### src/rtl/fp_accum_seq.sv
// Streaming accumulation sequencer for IEEE-754 single-precision packets.
// Drives an external combinational adder and reports the packet total, element count and sticky overflow.
module fp_accum_seq #(
  parameter int CNT_W = 16
) (
  input  logic             clk,
  input  logic             rst_n,
  input  logic             in_valid,
  output logic             in_ready,
  input  logic [31:0]      in_data,
  input  logic             in_last,
  output logic [31:0]      addA,
  output logic [31:0]      addB,
  input  logic [31:0]      addSum,
  input  logic             addOverFlow,
  output logic             out_valid,
  input  logic             out_ready,
  output logic [31:0]      out_sum,
  output logic [CNT_W-1:0] out_count,
  output logic             out_overFlow
);

  typedef enum logic [1:0] {
    IDLE,
    RUN,
    ADD,
    EMIT
  } state_t;

  state_t           r_state;
  state_t           w_nextState;
  logic [31:0]      r_acc;
  logic [31:0]      r_opB;
  logic [CNT_W-1:0] r_count;
  logic             r_ovf;
  logic             r_lastPend;
  logic             w_accept;

  assign in_ready     = (r_state == IDLE) || (r_state == RUN);
  assign out_valid    = (r_state == EMIT);
  assign w_accept     = in_valid & in_ready;
  assign addA         = r_acc;
  assign addB         = r_opB;
  assign out_sum      = r_acc;
  assign out_count    = r_count;
  assign out_overFlow = r_ovf;

  always_ff @(posedge clk or negedge rst_n) begin
    if (!rst_n) begin
      r_state <= IDLE;
    end else begin
      r_state <= w_nextState;
    end
  end

  always_comb begin
    w_nextState = r_state;
    unique case (r_state)
      IDLE: begin
        if (w_accept) begin
          w_nextState = in_last ? EMIT : RUN;
        end
      end
      RUN: begin
        if (w_accept) begin
          w_nextState = ADD;
        end
      end
      ADD: begin
        w_nextState = r_lastPend ? EMIT : RUN;
      end
      EMIT: begin
        if (out_ready) begin
          w_nextState = IDLE;
        end
      end
      default: w_nextState = IDLE;
    endcase
  end

  // The first element seeds the accumulator directly; an infinite/NaN seed already counts as overflow.
  always_ff @(posedge clk or negedge rst_n) begin
    if (!rst_n) begin
      r_acc      <= '0;
      r_opB      <= '0;
      r_count    <= '0;
      r_ovf      <= 1'b0;
      r_lastPend <= 1'b0;
    end else begin
      unique case (r_state)
        IDLE: begin
          if (w_accept) begin
            r_acc   <= in_data;
            r_count <= CNT_W'(1);
            r_ovf   <= &in_data[30:23];
          end
        end
        RUN: begin
          if (w_accept) begin
            r_opB      <= in_data;
            r_lastPend <= in_last;
          end
        end
        ADD: begin
          r_acc <= addSum;
          r_ovf <= r_ovf | addOverFlow;
          if (r_count != {CNT_W{1'b1}}) begin
            r_count <= r_count + CNT_W'(1);
          end
        end
        EMIT: begin
        end
        default: begin
        end
      endcase
    end
  end

endmodule

### config.mk
export PLATFORM = sky130hd
export DESIGN_NAME = fp_accum_seq
export DESIGN_NICKNAME = d
export VERILOG_FILES = /design/src/rtl/fp_accum_seq.sv
export SDC_FILE = /design/constraint.sdc
export NUM_CORES = 1
export LEC_CHECK = 0
export ABC_AREA = 0
export CORE_ASPECT_RATIO = 0.9
export CORE_MARGIN = 2
export CORE_UTILIZATION = 38
export DETAILED_ROUTE_END_ITERATION = 10
export GPL_TIMING_DRIVEN = 0
export PLACE_DENSITY = 0.76
export SYNTH_ARGS = -nofsm -noshare
export SYNTH_HDL_FRONTEND = slang
export SYNTH_SLANG_ARGS = --single-unit
### constraint.sdc
create_clock -name clk -period 1.7 [get_ports clk]
set_input_delay 0.17 -clock clk [delete_from_list [all_inputs] [get_ports clk]]
set_output_delay 0.17 -clock clk [all_outputs]
set_load 0.005 [all_outputs]
==> results.sh <==
export IMPL_cp_common_cell="buf_6"
export IMPL_boundaryPins=185
export IMPL_cts_tree="done"
export IMPL_antenna_found_initial=0
export IMPL_synth_cells=409
export IMPL_dpl_hpwl_mm=9.24
export IMPL_grt_overflow=0
export IMPL_ir_drop_uv=863
export IMPL_synth_cell_type_count=49
export IMPL_grt_max_degree=44
export IMPL_antenna_cells=0
export IMPL_yosys_area_top_type_share_pct=51.8
export IMPL_synth_common_cells="84 x dfrtp_1, 77 x nand2_1, 39 x nor2_1"
export IMPL_clk_latency_ps=340
export IMPL_nFillCells=867
export IMPL_yosys_top_cells_area="dfrtp_1 52%, mux2_2 9.2%, nand2_1 7.1%"
export IMPL_die_h_um=102
export IMPL_worstMarginPinSlew_ps=558
export IMPL_min_delay_start="in_valid"
export IMPL_dr_total_vias=3957
export IMPL_setup_viol=0
export IMPL_power_uw=11800
export IMPL_slowest_delay_ps=440
export IMPL_period_minus_slack_ps=1680
export IMPL_slew_violations=0
export IMPL_finalWirelength_mm=13.1
export IMPL_nets=690
export IMPL_crit_path_cell_trace="and4_1 -> buf_6 -> nand3_4 -> or3_4 -> buf_6 -> a31oi_1"
export IMPL_core_sq_um=10300
export IMPL_grt_pass1_wl_mm=19.8
export IMPL_crit_arrival_ps=1940
export IMPL_dr_pass1_iters=8
export IMPL_r2r_slack_ps=20
export IMPL_r2r_cells=6
export IMPL_yosys_area_top_type="dfrtp_1"
export IMPL_hp_class="input port to flip-flop"
export IMPL_netlist_area_sq_um=4060
export IMPL_fin_skew_ps=7.49
export IMPL_yosys_warnings=0
export IMPL_dpl_cell_count=722
export IMPL_avgSynthCellArea_sq_um=9.92
export IMPL_place_congestion=0.916
export IMPL_cts_buffer_depth=2
export IMPL_synth_seq_cells=84
export IMPL_status="finished with violations"
export IMPL_io_buffers=183
export IMPL_grt_pass1_vias=3818
export IMPL_antenna_left=0
export IMPL_syn_to_final_growth_pct=63.0
export IMPL_holdPathEnd="r_state[1]"
export IMPL_fp_dieW_um=113
export IMPL_initial_core_util_pct=39.3
export IMPL_fin_crit_sh_pct=98.6
export IMPL_max_cap_viol_count=0
export IMPL_cts_sinks=84
export IMPL_drc=13
export IMPL_end_kind="flip-flop"
export IMPL_multiInputGateArea_sq_um=1680
export IMPL_leakagePower_uw=0.00281
export IMPL_hold_depth=3
export IMPL_violations="DRC"
export IMPL_via_per_inst=5.26
export IMPL_r2r_start="out_count[3]"
export IMPL_hold_violations=0
export IMPL_power_density_nw_per_um2=1780
export IMPL_cts_root_buf="clkbuf_16"
export IMPL_yosysMostFrequentCell="dfrtp_1"
export IMPL_track_usage_pct=21.9
export IMPL_r2r_end="out_count[2]"
export IMPL_die_area_sq_um=11500
export IMPL_drt_iter0_markers=210
export IMPL_synth_edf_count=0
export IMPL_crit_path_start_kind="flip-flop"
export IMPL_synth_nets=480
export IMPL_seq_area_frac_synth_pct=51.8
export IMPL_numCtsBuffers=9
export IMPL_async_flop_share_pct=100
export IMPL_path_class="flip-flop to flip-flop"
export IMPL_htreeDepth=3
export IMPL_cp_required_ps=1960
export IMPL_final_cells=752
export IMPL_ys_flop_type="dfrtp_1"
export IMPL_fmax_mhz=596
export IMPL_clkTransAtPathRegs_ps=60
export IMPL_wl_per_cell_um=17.4
export IMPL_rows=35
export IMPL_drive_above_1_share_pct=22.8
export IMPL_area_sequential_sq_um=2110
export IMPL_cp_max_fo=8
export IMPL_rsz0062_at_grt="yes"
export IMPL_maxSlewHeadroom_pct=62.8
export IMPL_slowest_stage="dfrtp_2"
-- worst max-delay path, delay by kind of cell, from the launching register on --
kind,cells,cell delay (ps)
AND/OR/NAND/NOR,3,720
flip-flops,1,440
AO/OA/AOI/OAI,1,170
buffers and inverters,2,270
-- what timing repair did --
| item | CTS | global route |
|---|---|---|
| buffers inserted | 5 | 13 |
| pin swaps | 1 | 3 |
| resized for setup | 31 | 22 |
| hold buffers | 1 | 0 |
| endpoints found under the hold margin | 42 | 0 |
| endpoints found under the setup margin | 80 | 66 |
-- cell families (layout without fill, tap and decap cells) --
group | Yosys count | count (layout) | synth area share [%]
flip-flops | 84 | 84 | 51.8
multiplexers | 34 | 34 | 9.40
adder cells (fa/ha/maj) | 1 | 1 | 0.308
AND/OR/NAND/NOR | 157 | 157 | 17.1
buffers and inverters | 61 | 275 | 9.22
XOR/XNOR | 1 | 1 | 0.216
AO/OA/AOI/OAI | 71 | 71 | 12.0
-- flip-flops by register name, summed over array words and instances (netlist names) --
register,cells
addA,32
r_state,2
addB,32
out_count,16
out_overFlow,1
r_lastPend,1
-- layout by cell type (no fill, tap or decap), types with 2 or more instances in the layout --
master	Yosys	routed
nor2_1	39	38
nor3_1	3	3
and3_1	2	2
clkbuf_2	0	9
o21ai_0	5	5
clkbuf_1	16	3
clkbuf_8	0	2
clkinv_2	0	2
nor4_1	2	2
a31oi_1	36	36
a21oi_1	5	4
clkbuf_4	0	3
clkbuf_16	0	9
dfrtp_1	84	76
nand2_1	77	77
nand3_1	11	9
clkdlybuf4s50_1	0	182
nand2b_1	3	2
inv_1	2	2
dfrtp_2	0	8
nand3_4	0	2
nand4_1	7	7
and2_1	4	4
a41oi_1	2	2
mux2_2	33	33
a211o_1	3	3
buf_6	1	4
buf_2	8	3
o211ai_1	4	4
buf_4	34	54
-- area by class of cell --
type	count	area share [%]
Tap cell	129	2.44
Buffer	55	5.90
Timing Repair Buffer	203	30.2
Clock buffer	13	3.93
Multi-Input combinational cell	264	25.3
Sequential cell	84	31.9
Inverter	2	0.113
Clock inverter	2	0.151
-- metrics by stage --
| stage | setup slack (ps) | setup TNS, ps | area [sq um] | utilization (%) | hold WS [ps] |
|---|---|---|---|---|---|
| final | 23.4 | 0 | 6620 | 64.0 | 275 |
| after detailed placement | -450 | -16940 | 6090 | 58.9 | 196 |
| after CTS | -18.5 | -18.5 | 6480 | 62.7 | 242 |
| after floorplan | 8.58 | 0 | 4080 | - | -126 |
| after global routing | -33.8 | -92.2 | 6620 | 64.0 | 288 |
| after global placement | -2900 | -230890 | 6070 | 58.8 | 487 |
-- how the worst max path moves through the flow --
stage | startpoint | to | slack [ps] | depth (start not counted)
2_1_floorplan | out_count[2] | out_count[1] | 9 | 7
3_3_place_gp | rst_n | out_count[8] | -2900 | 1
3_5_place_dp | r_state[0] | addA[22] | -450 | 6
4_1_cts | out_count[10] | out_count[1] | -20 | 5
5_1_grt | out_count[3] | out_count[2] | -30 | 6
6_report | out_count[3] | out_count[2] | 20 | 6
-- metal layers --
layer | routed length (um) | vias to the layer above | track usage [%] | part of all wire (%)
li1 | - | 1834 | - | -
met1 | 5380 | 1926 | 27.4 | 41
met2 | 6400 | 177 | 36.6 | 49
met3 | 1060 | 20 | 6.11 | 8.1
met4 | 207 | 0 | 8.63 | 1.6
met5 | 0 | - | 0 | 0
-- power by group --
| group | switching [uW] | leakage (uW) | internal, uW |
|---|---|---|---|
| Clock | 751 | 0.000135 | 1060 |
| Combinational | 2450 | 0.00169 | 3910 |
| Sequential | 710 | 0.000986 | 2920 |
| Total | 3910 | 0.00281 | 7890 |
(Power assumes the default switching activity.)
